--- src/rtl/lsu_pkg.sv ---
// Shared widths, FSM state encoding and registered-request layout for the load/store unit.
package lsu_pkg;

    localparam int unsigned ADDR_W = 8;
    localparam int unsigned DATA_W = 16;
    localparam int unsigned TAG_W  = 3;

    typedef enum logic [2:0] {
        ST_IDLE,
        ST_LOAD,
        ST_STORE,
        ST_RMW_RD,
        ST_RMW_WR,
        ST_RESP
    } lsu_state_t;

    typedef struct packed {
        logic              write;
        logic              byte_acc;
        logic              hi;
        logic              sgn;
        logic [ADDR_W-1:0] addr;
        logic [DATA_W-1:0] wdata;
        logic [TAG_W-1:0]  tag;
    } lsu_req_t;

endpackage

--- src/rtl/lsu_byte_lane.sv ---
// Combinational byte-lane helper: load lane extract with sign/zero extension and store lane merge.
module lsu_byte_lane #(
    parameter int unsigned DATA_W = 16
) (
    input  logic [DATA_W-1:0] rd_word_i,
    input  logic              hi_i,
    input  logic              sgn_i,
    output logic [DATA_W-1:0] load_o,
    input  logic [DATA_W-1:0] merge_word_i,
    input  logic [7:0]        byte_i,
    output logic [DATA_W-1:0] merge_o
);

    logic [7:0] lane;

    always_comb begin
        lane   = hi_i ? rd_word_i[15:8] : rd_word_i[7:0];
        load_o = {{(DATA_W-8){sgn_i & lane[7]}}, lane};

        merge_o = merge_word_i;
        if (hi_i) begin
            merge_o[15:8] = byte_i;
        end else begin
            merge_o[7:0]  = byte_i;
        end
    end

endmodule

--- src/rtl/load_store_unit.sv ---
// Memory-stage load/store unit sequencing a 256 x 16 RAM through a one-request-at-a-time FSM.
// Byte access with read-modify-write stores is enabled by defining LSU_BYTE_EN.
module load_store_unit
    import lsu_pkg::*;
#(
    parameter int unsigned ADDR_W = lsu_pkg::ADDR_W,
    parameter int unsigned DATA_W = lsu_pkg::DATA_W,
    parameter int unsigned TAG_W  = lsu_pkg::TAG_W
) (
    input  logic              clk,
    input  logic              reset,
    input  logic              req_valid,
    output logic              req_ready,
    input  logic              req_write,
    input  logic              req_byte,
    input  logic              req_hi,
    input  logic              req_signed,
    input  logic [ADDR_W-1:0] req_addr,
    input  logic [DATA_W-1:0] req_wdata,
    input  logic [TAG_W-1:0]  req_tag,
    output logic              rsp_valid,
    input  logic              rsp_ready,
    output logic [DATA_W-1:0] rsp_data,
    output logic [TAG_W-1:0]  rsp_tag,
    output logic [ADDR_W-1:0] mem_address,
    output logic [DATA_W-1:0] mem_write_data,
    output logic              mem_read,
    output logic              mem_write,
    input  logic [DATA_W-1:0] mem_read_data
);

    lsu_state_t        state_q, state_d;
    lsu_req_t          req_q, req_d;
    logic [DATA_W-1:0] rsp_data_q, rsp_data_d;
    logic [DATA_W-1:0] load_data;
    logic              unused_req_bits;

`ifdef LSU_BYTE_EN
    logic [DATA_W-1:0] rmw_q, rmw_d;
    logic [DATA_W-1:0] lane_load;
    logic [DATA_W-1:0] lane_merge;

    lsu_byte_lane #(.DATA_W(DATA_W)) u_lane (
        .rd_word_i    (mem_read_data),
        .hi_i         (req_q.hi),
        .sgn_i        (req_q.sgn),
        .load_o       (lane_load),
        .merge_word_i (rmw_q),
        .byte_i       (req_q.wdata[7:0]),
        .merge_o      (lane_merge)
    );

    assign load_data       = req_q.byte_acc ? lane_load : mem_read_data;
    assign unused_req_bits = req_q.write;
`else
    assign load_data       = mem_read_data;
    assign unused_req_bits = ^{req_q.write, req_q.byte_acc, req_q.hi, req_q.sgn,
                               req_byte, req_hi, req_signed};
`endif

    always_ff @(posedge clk or posedge reset) begin
        if (reset) begin
            state_q    <= ST_IDLE;
            req_q      <= '0;
            rsp_data_q <= '0;
        end else begin
            state_q    <= state_d;
            req_q      <= req_d;
            rsp_data_q <= rsp_data_d;
        end
    end

`ifdef LSU_BYTE_EN
    always_ff @(posedge clk or posedge reset) begin
        if (reset) begin
            rmw_q <= '0;
        end else begin
            rmw_q <= rmw_d;
        end
    end
`endif

    always_comb begin
        state_d        = state_q;
        req_d          = req_q;
        rsp_data_d     = rsp_data_q;
        req_ready      = 1'b0;
        rsp_valid      = 1'b0;
        mem_read       = 1'b0;
        mem_write      = 1'b0;
        mem_write_data = '0;
`ifdef LSU_BYTE_EN
        rmw_d          = rmw_q;
`endif

        case (state_q)
            ST_IDLE: begin
                req_ready = 1'b1;
                if (req_valid) begin
                    req_d.write = req_write;
                    req_d.addr  = req_addr;
                    req_d.wdata = req_wdata;
                    req_d.tag   = req_tag;
`ifdef LSU_BYTE_EN
                    req_d.byte_acc = req_byte;
                    req_d.hi       = req_hi;
                    req_d.sgn      = req_signed;
                    if (req_write) begin
                        state_d = req_byte ? ST_RMW_RD : ST_STORE;
                    end else begin
                        state_d = ST_LOAD;
                    end
`else
                    req_d.byte_acc = 1'b0;
                    req_d.hi       = 1'b0;
                    req_d.sgn      = 1'b0;
                    state_d        = req_write ? ST_STORE : ST_LOAD;
`endif
                end
            end
            ST_LOAD: begin
                mem_read   = 1'b1;
                rsp_data_d = load_data;
                state_d    = ST_RESP;
            end
            ST_STORE: begin
                mem_write      = 1'b1;
                mem_write_data = req_q.wdata;
                state_d        = ST_IDLE;
            end
`ifdef LSU_BYTE_EN
            ST_RMW_RD: begin
                mem_read = 1'b1;
                rmw_d    = mem_read_data;
                state_d  = ST_RMW_WR;
            end
            ST_RMW_WR: begin
                mem_write      = 1'b1;
                mem_write_data = lane_merge;
                state_d        = ST_IDLE;
            end
`endif
            ST_RESP: begin
                rsp_valid = 1'b1;
                if (rsp_ready) begin
                    state_d = ST_IDLE;
                end
            end
            default: state_d = ST_IDLE;
        endcase
    end

    // Tag comes straight from the request register, which only changes in IDLE.
    assign rsp_data    = rsp_data_q;
    assign rsp_tag     = req_q.tag;
    assign mem_address = req_q.addr;

endmodule
--- config.mk ---
export PLATFORM = sky130hd
export DESIGN_NAME = load_store_unit
export DESIGN_NICKNAME = d
export VERILOG_FILES = /design/src/rtl/lsu_pkg.sv /design/src/rtl/lsu_byte_lane.sv /design/src/rtl/load_store_unit.sv
export SDC_FILE = /design/constraint.sdc
export NUM_CORES = 1
export LEC_CHECK = 0
export CAP_MARGIN = 40
export CORE_ASPECT_RATIO = 2
export CORE_UTILIZATION = 43
export CTS_CLUSTER_DIAMETER = 40
export DETAILED_ROUTE_END_ITERATION = 10
export PLACE_DENSITY = 0.94
export SLEW_MARGIN = 10
export SYNTH_ARGS = -nofsm -noshare
export SYNTH_HDL_FRONTEND = slang
export SYNTH_SLANG_ARGS = --single-unit
--- constraint.sdc ---
create_clock -name clk -period 2.4 [get_ports clk]
set_clock_uncertainty 0.1 [all_clocks]
set_input_delay 0.72 -clock clk [delete_from_list [all_inputs] [get_ports clk]]
set_output_delay 0.72 -clock clk [all_outputs]
set_load 0.03 [all_outputs]
; ---- Word-level counts from Yosys, hierarchy flattened
; Cells that the tools add are included.
[op_classes]
n_eq_ne = 5
mux = 9
n_reduce_logical = 3
[op_table]
columns = op, n
row1 = 2-to-1 mux 16 bit, 1
row2 = case mux 3 bit (3 select lines), 1
row3 = 2-to-1 mux 3 bit, 2
row4 = 2-to-1 mux 1 bit, 4
row5 = "inequality test 2 bit, second input constant", 2
row6 = AND reduction 2 bit, 2
row7 = "equality test 3 x 1 -> 1 bit, second input constant", 1
row8 = "equality test 3 x 2 -> 1 bit, second input constant", 1
row9 = "equality test 3 bit, second input constant", 1
row10 = logical NOT 3 bit, 1
row11 = 2-to-1 mux 2 bit, 1
[word_totals]
reg_bits = 46
in_bits = 51
out_inout_bits = 47
elab_cells = 22

; ---- Depth between registers and ports, before layout
; Gate-level depths: netlist of run 1.
[depth]
depth_word = 3
mapped_depth = 5
depth_no_buf = 2

; ---- Worst setup path before layout of run 1
; No wires, ideal clock.
[synth_path]
path_kind = flip-flop to output port
startpoint = register state_q[2]
endpoint = output port mem_write_data[0]
arrival_time_ps = 1404
t_required_ps = 1580
setup_slack_ps = 176
path_stages_with_launch = 5
path_buffers = 2
cell_sequence = dfrtp_1 buf_4 nor3b_2 buf_2 and2_1
[synth_via]
elab_chain_cells = 2
[synth_rtl]
columns = element, line_no
row1 = from (decl), load_store_unit.sv:32  ; lsu_state_t state_q, state_d;
row2 = from (signal assigned), load_store_unit.sv:67  ; state_q <= state_d;
row3 = equality test 3 x 2 -> 1 bit, load_store_unit.sv:96  ; case (state_q)
row4 = 2-to-1 mux 16 bit, load_store_unit.sv:96
row5 = to (decl), load_store_unit.sv:26  ; output logic [DATA_W-1:0] mem_write_data,
; No other way between the ends.

; ---- Worst setup path after layout of run 1
[layout_path]
startpoint = register state_q[2]
endpoint = output port mem_write_data[6]
; Same word-level chain as after synthesis.

==> results_dict.tcl, run 1 <==
set metrics [dict create \
    violations "negative setup slack" \
    r2r_end "rsp_tag[1]" \
    slowest_stage "dfrtp_1" \
    antenna_found_initial 0 \
    first_pass_iters 4 \
    hold_start "rsp_data[11]" \
    finalHoldViolations 0 \
    io_buffers 94 \
    diodes 0 \
    yosys.area.top_type_share_pct 58.0 \
    cp.buffers_inverters 3 \
    worstPathMaxFanout 8 \
    die_h_um 98.0 \
    gp_congestion 0.735 \
    drtAntennaViolNets 0 \
    worstPathCellList "buf_6, nor3b_4, buf_6, and2_1, buf_6" \
    rows 34 \
    die_w_um 50.0 \
    cp_top_family "buffers and inverters" \
    dp_slack_ns 0.109 \
    synthCells 135 \
    crit_top_cell "buf_6" \
    yosysWarnings 0 \
    rsz0062_at_grt "yes" \
    clkSlewWorstSetupHoldPaths_ns 0.08 \
    synth_commonest_cells "dfrtp_1 (46), mux2_2 (29), and2_1 (17), mux2_1 (14), buf_4 (13)" \
    fmax_mhz 406 \
    crit_start "state_q[2]" \
    synth_seq_area_share_pct 58.0 \
    drv_cap 0 \
    drive_gt1_share_pct 34.9 \
    grt.overflow.total 0 \
    met1_usage_pct 19.5 \
    start_util_pct 45.3 \
    ys_async_sr_fraction_pct 100 \
    hold_depth 1 \
    syn-mean-instance-area_um2 14.7 \
    grt_use_met2_pct 37.4 \
    r2r_cells 5 \
    syn-num-nets 186 \
    ys_types 18 \
    avgViaCountPerCell 4.95 \
    critPathKind "register to primary output" \
    grt.total_usage_pct 20.6 \
    power.density_nw_per_um2 1280 \
    syn_area_um2 1980 \
    worstMarginPinSlew_ns 0.369 \
    slowest_delay_ns 0.42 \
    routed_wl_um 4810 \
    grt_pass1_wl_um 7310 \
    ir_drop_mv 0.854 \
    cts_tree "built" \
    numCtsBuffers 5 \
    netlist_top_cells_area "dfrtp_1 (58%), mux2_2 (16%), mux2_1 (7.9%)" \
    ys_ff_latch 46 \
    die-area_um2 4900 \
    grt_pass1_vias 1470 \
    num-nets-final 279 \
    yosysTopAreaCell "dfrtp_1" \
    hpwl_um 3480 \
    cts.sinks 46 \
    start_kind "register" \
    synth-edff-count 0 \
    status "finished, violations left" \
    setup_viol 13 \
    busiest_layer "met2" \
    crit_required_ns 1.58 \
    hold_class "register to register" \
    reg2reg_setup_slack_ns 0.56 \
    cts_max_path_buffers 2 \
    coreArea_um2 4380 \
    ios 98 \
    worstSetupEndpointType "primary output" \
    clock_latency_ns 0.30 \
    leakagePower_uw 0.00134 \
    ys.flop_type "dfrtp_1" \
    drc 0 \
    syn2layout_area_growth_pct 57.2 \
    min_period_over_period_pct 103 \
    cts-root-buf "clkbuf_8" \
    max_slew_margin_pct 75.3 \
    finalCriticalPeriod_ns 2.46 \
    synth.most_common_cell "dfrtp_1" \
    use_met3_pct 4.83 \
    first_iter_violations 17 \
    arrival_ns 1.64 \
    vias 1400 \
    p_total_uw 4000 \
    ctsHtreeMaxLevel 2 \
    fin_ws_ns -0.0649 \
    hold_end "rsp_data[11]" \
    finalMaxSlewViolations 0 \
    hold_buffers 0 \
    grt_max_degree 37 \
    r2r_start "state_q[2]" \
    wl_per_cell_um 17.0 \
]
-- stage by stage --
step | TNS, ns | utilization (%) | cells | hold WS (ns) | area [um^2]
final | -0.269 | 71.1 | 283 | 0.389 | 3120
after global routing | -1.60 | 71.1 | 283 | 0.413 | 3120
after CTS | -0.0257 | 68.7 | 280 | 0.391 | 3010
after detailed placement | 0 | 65.8 | 272 | 0.370 | 2880
after global placement | 0 | 65.8 | 272 | 0.360 | 2880
after floorplan | 0 | - | 135 | 0.349 | 1980
-- worst max path at each step --
stage	to	slack (ns)	cells after the start
after floorplan	mem_write_data[0]	0.18	4
after global routing	mem_write_data[6]	-0.16	5
final	mem_write_data[6]	-0.06	5
after CTS	mem_write_data[5]	-0.009	5
after global placement	req_q[15]	0.14	4
after detailed placement	rsp_tag[1]	0.11	4
-- flip-flops by register name, summed over array words and instances (netlist names) --
signal       count
req_q           16
rsp_data        16
mem_address      8
rsp_tag          3
state_q          3
-- cells by family after synthesis --
family	Yosys count	synth area share (%)
AO/OA/AOI/OAI	3	1.01
multiplexers	43	24.4
buffers and inverters	19	7.63
flip-flops	46	58.0
AND/OR/NAND/NOR	24	8.90
-- layout by cell type, fill, tap and decap left out, drive strengths merged, types with 2 or more instances in the layout --
| master | synthesis | routed |
|---|---|---|
| buf | 17 | 27 |
| a21oi | 2 | 2 |
| nor3b | 2 | 2 |
| dfrtp | 46 | 46 |
| mux2 | 43 | 43 |
| clkinv | 0 | 2 |
| inv | 2 | 2 |
| clkbuf | 0 | 5 |
| dlygate4sd2 | 0 | 2 |
| clkdlybuf4s50 | 0 | 74 |
| and2 | 17 | 17 |
-- timing repair --
action	in CTS	in global routing
gates resized for setup	8	27
gates cloned	0	2
setup endpoints to repair	18	16
pin swaps	0	10
setup buffers	0	1
-- per-layer routing --
metal	part of all wire, %	vias up
li1	-	632
met1	33	685
met2	57	62
met3	4.4	21
met4	5.3	0
met5	0	-
-- cell type report --
cell class	instances	area [um^2]
clock buffer	5	68.8
tap	54	67.6
sequential	46	1150
clock inverter	3	40.0
multi-input combinational	70	721
timing repair buffer	103	1060
inverter	2	7.51
fill	310	1260
-- where the power goes --
part | internal, uW | total (uW) | switching [uW] | leakage [uW]
Clock | 307 | 566 | 260 | 0.0000579
Combinational | 1030 | 2060 | 1030 | 0.000742
Sequential | 1170 | 1380 | 207 | 0.000543
(Power assumes the default switching activity.)
==> inputs of run 2 (changes only) <==
Settings changed: REMOVE_ABC_BUFFERS set to 1.
==> results_dict.tcl, run 2 (synthesis results as in run 1) <==
set metrics [dict create \
    status "finished, violations left" \
    violations "negative setup slack" \
    drive_gt1_share_pct 37.3 \
    reg2reg_setup_slack_ns 0.56 \
    worstPathMaxFanout 5 \
    hold_start "rsp_data[8]" \
    crit_required_ns 1.58 \
    drtAntennaViolNets 0 \
    num-nets-final 283 \
    first_pass_iters 4 \
    fin_setup_tns_ns -0.401 \
    antenna_found_initial 0 \
    cts-root-buf "clkbuf_8" \
    ir_drop_mv 0.862 \
    grt_pass1_vias 1469 \
    leakagePower_uw 0.00136 \
    arrival_ns 1.63 \
    gp_congestion 0.728 \
    p_total_uw 4070 \
    cts_max_path_buffers 2 \
    hpwl_um 3080 \
    grt.total_usage_pct 19.0 \
    routed_wl_um 4890 \
    nFillCells 296 \
    max_slew_margin_pct 78.8 \
    diodes 0 \
    die-area_um2 4900 \
    clkSlewWorstSetupHoldPaths_ns 0.09 \
    fin_ws_ns -0.0471 \
    coreArea_um2 4380 \
    mostFrequentLayoutCells "clkdlybuf4s50_1 (74), dfrtp_1 (45), mux2_2 (29), buf_6 (21)" \
    worstMarginPinSlew_ns 0.317 \
    power.density_nw_per_um2 1290 \
    finalMaxSlewViolations 0 \
    critPathKind "register to primary output" \
    min_period_over_period_pct 102 \
    final_cells 287 \
    ios 98 \
    start_util_pct 45.3 \
    die_w_um 50.0 \
    r2r_start "state_q[2]" \
    ctsHtreeMaxLevel 2 \
    wl_per_cell_um 17.0 \
    avgViaCountPerCell 5.00 \
    final_common_cell "clkdlybuf4s50_1" \
    worst_hold_slack_ns 0.401 \
    hold_buffers 0 \
    clock_latency_ns 0.29 \
    numCtsBuffers 5 \
    finalHoldViolations 0 \
    drv_cap 0 \
    rsz0062_at_grt "yes" \
    vias 1436 \
    cts.sinks 46 \
    worstSetupEndpointType "primary output" \
    fmax_mhz 409 \
    cts_tree "built" \
    crit_start "state_q[2]" \
    first_iter_violations 12 \
    grt_pass1_wl_um 7030 \
    dp.cells 272 \
    finalCriticalPeriod_ns 2.45 \
    io_buffers 94 \
    rows 34 \
    grt_max_degree 47 \
    die_h_um 98.0 \
    grt.overflow.total 0 \
    start_kind "register" \
    drc 0 \
    setup_viol 13 \
    hold_class "register to register" \
    syn2layout_area_growth_pct 59.3 \
]
[run 2: cell count changes in the layout (fill, tap and decap cells not counted), sizes merged]
| cell | previous run | this run |
|---|---|---|
| buf | 27 | 31 |
| clkbuf | 5 | 7 |
| clkinv | 2 | 0 |
[run 2: critical path, stage by stage, from the launching register on]
cell	delay, ns
dfrtp_1	0.42
buf_6	0.14
nor3b_4	0.30
buf_6	0.18
and2_4	0.16
buf_6	0.13
[run 2: layout make-up]
type                            count  area [um^2]  share of cell area (%)
Sequential cell                    46         1150                    36.5
Clock inverter                      1         30.0                   0.950
Timing Repair Buffer              107         1090                    34.7
Clock buffer                        7         76.3                    2.42
Tap cell                           54         67.6                    2.14
Multi-Input combinational cell     70          731                    23.1
Inverter                            2         7.51                   0.238
[run 2: per-layer routing]
layer / part of all wire (%) / global-route usage (%)
met1: 38 / 21.3
met2: 54 / 32.5
met3: 6.0 / 5.61
met4: 2.2 / 7.91
met5: 0 / 0
[run 2: path summary, 6_finish.rpt]
| kind | depth (start not counted) | to |
|---|---|---|
| max | 5 | mem_write_data[8] |
| min | 1 | rsp_data[8] |
| max reg2reg | 5 | req_q[10] |
| min reg2reg | 1 | rsp_data[8] |
| max in group asynchronous | 3 | state_q[0] |
| min in group asynchronous | 3 | rsp_data[4] |
[run 2: report_power, final]
part,switching [uW],internal [uW]
registers,233,1170
clock network,251,312
logic,1050,1060
[run 2: stage by stage]
stage / cell area (um^2) / setup slack [ns] / util [%]
finish: 3160 / -0.0471 / 72.1
global route: 3160 / -0.107 / 72.1
CTS: 3010 / -0.00968 / 68.8
detailed placement: 2880 / 0.103 / 65.8
global placement: 2880 / 0.120 / 65.8
floorplan: 1840 / -0.557 / -
[run 2: timing repair]
item                       in CTS  in global routing
cloned                          0                  2
gates resized for setup         8                 33
pin swaps                       0                 13
setup endpoints to repair      18                 17
buffers inserted                1                  4
==> inputs of run 3 (changes only) <==
Settings changed: CORE_ASPECT_RATIO 2 to unset.
==> results_dict.tcl, run 3 (synthesis results as in run 1) <==
set metrics [dict create \
    hpwl_um 3170 \
    rsz0062_at_grt "yes" \
    grt.overflow.total 0 \
    final_common_cell "clkdlybuf4s50_1" \
    die_w_um 69.9 \
    start_util_pct 45.2 \
    cts.sinks 46 \
    p_total_uw 4050 \
    first_iter_violations 81 \
    min_period_over_period_pct 98.7 \
    clkSlewWorstSetupHoldPaths_ns 0.09 \
    reg2reg_setup_slack_ns 0.58 \
    fin_setup_tns_ns 0 \
    routed_wl_um 4670 \
    numCtsBuffers 5 \
    hold_class "register to register" \
    max_slew_margin_pct 70.3 \
    worstSetupEndpointType "primary output" \
    coreArea_um2 4380 \
    design_area_um2 3130 \
    worst_hold_slack_ns 0.392 \
    nFillCells 286 \
    start_kind "register" \
    drtAntennaViolNets 0 \
    rows 24 \
    status "finished clean" \
    vias 1412 \
    drive_gt1_share_pct 38.2 \
    antenna_found_initial 0 \
    grt_pass1_vias 1402 \
    setup_viol 0 \
    gp_congestion 0.802 \
    io_buffers 94 \
    grt_max_degree 28 \
    power.density_nw_per_um2 1290 \
    finalHoldViolations 0 \
    ios 98 \
    hold_buffers 0 \
    arrival_ns 1.55 \
    drc 0 \
    grt.total_usage_pct 18.6 \
    syn2layout_area_growth_pct 58.0 \
    worstMarginPinSlew_ns 0.445 \
    cts-root-buf "clkbuf_8" \
    first_pass_iters 3 \
    die_h_um 69.9 \
    leakagePower_uw 0.00136 \
    drv_cap 0 \
    mostFrequentLayoutCells "clkdlybuf4s50_1 (74), dfrtp_1 (44), mux2_2 (29), buf_6 (17), mux2_1 (14)" \
    worstPathMaxFanout 3 \
    avgViaCountPerCell 4.95 \
    fmax_mhz 422 \
    finalMaxSlewViolations 0 \
    grt_pass1_wl_um 6980 \
    crit_required_ns 1.58 \
    num-nets-final 283 \
    ctsHtreeMaxLevel 2 \
    wl_per_cell_um 16.4 \
    dp_slack_ns 0.111 \
    diodes 0 \
    clock_latency_ns 0.29 \
    finalCriticalPeriod_ns 2.37 \
    critPathKind "register to primary output" \
    cts_tree "built" \
    ir_drop_mv 0.689 \
    fin_ws_ns 0.0301 \
    die-area_um2 4890 \
    placed_cell_area_um2 2880 \
    cts_max_path_buffers 2 \
]
run 3: changes by cell type in the layout (fill, tap and decap cells not counted), sizes merged:
cell | before | now
clkinv | 0 | 1
inv | 2 | 3
clkbuf | 7 | 5
run 3: per-stage QoR:
step / instances / util (%)
detailed placement: 272 / 65.7
finish: 285 / 71.5
CTS: 282 / 68.8
floorplan: 118 / -
global placement: 272 / 65.7
global route: 285 / 71.5
run 3: power breakdown:
part,internal [uW],switching (uW),total (uW)
Combinational,1040,1040,2080
Sequential,1170,220,1390
Clock,312,264,576
run 3: cell type report:
cell class                      count  area [um^2]  area share (%)
Clock buffer                        5         68.8            2.20
Clock inverter                      3         43.8            1.40
Inverter                            2         7.51           0.240
Multi-Input combinational cell     70          728            23.2
Sequential cell                    46         1150            36.8
Tap cell                           52         65.1            2.08
Timing Repair Buffer              107         1070            34.1
run 3: path summary, 6_finish.rpt:
path / from / to / cells after the start
setup / recovery: state_q[1] / rsp_valid / 4
min in group asynchronous: reset / req_q[5] / 2
hold / removal: rsp_data[8] / rsp_data[8] / 1
max in group asynchronous: reset / state_q[1] / 3
hold reg to reg: rsp_data[8] / rsp_data[8] / 1
setup reg to reg: state_q[2] / req_q[14] / 5
run 3: per-layer routing:
layer	global-route usage (%)	share of wire (%)
met3	4.62	5.4
met2	30.8	51
met1	24.2	42
met4	5.33	1.5
met5	0	0
run 3: worst max-delay path, cell delays in order, from the launching register on:
cell and delay (ns):
dfrtp_2 0.42, buf_4 0.16, nand2b_1 0.17, nor2_1 0.10
dlygate4sd2_1 0.41
run 3: repair_timing:
action	CTS	global route
pin swaps	0	7
gates resized for setup	6	31
gates cloned	1	0
endpoints found under the setup margin	15	16
setup buffers	1	3
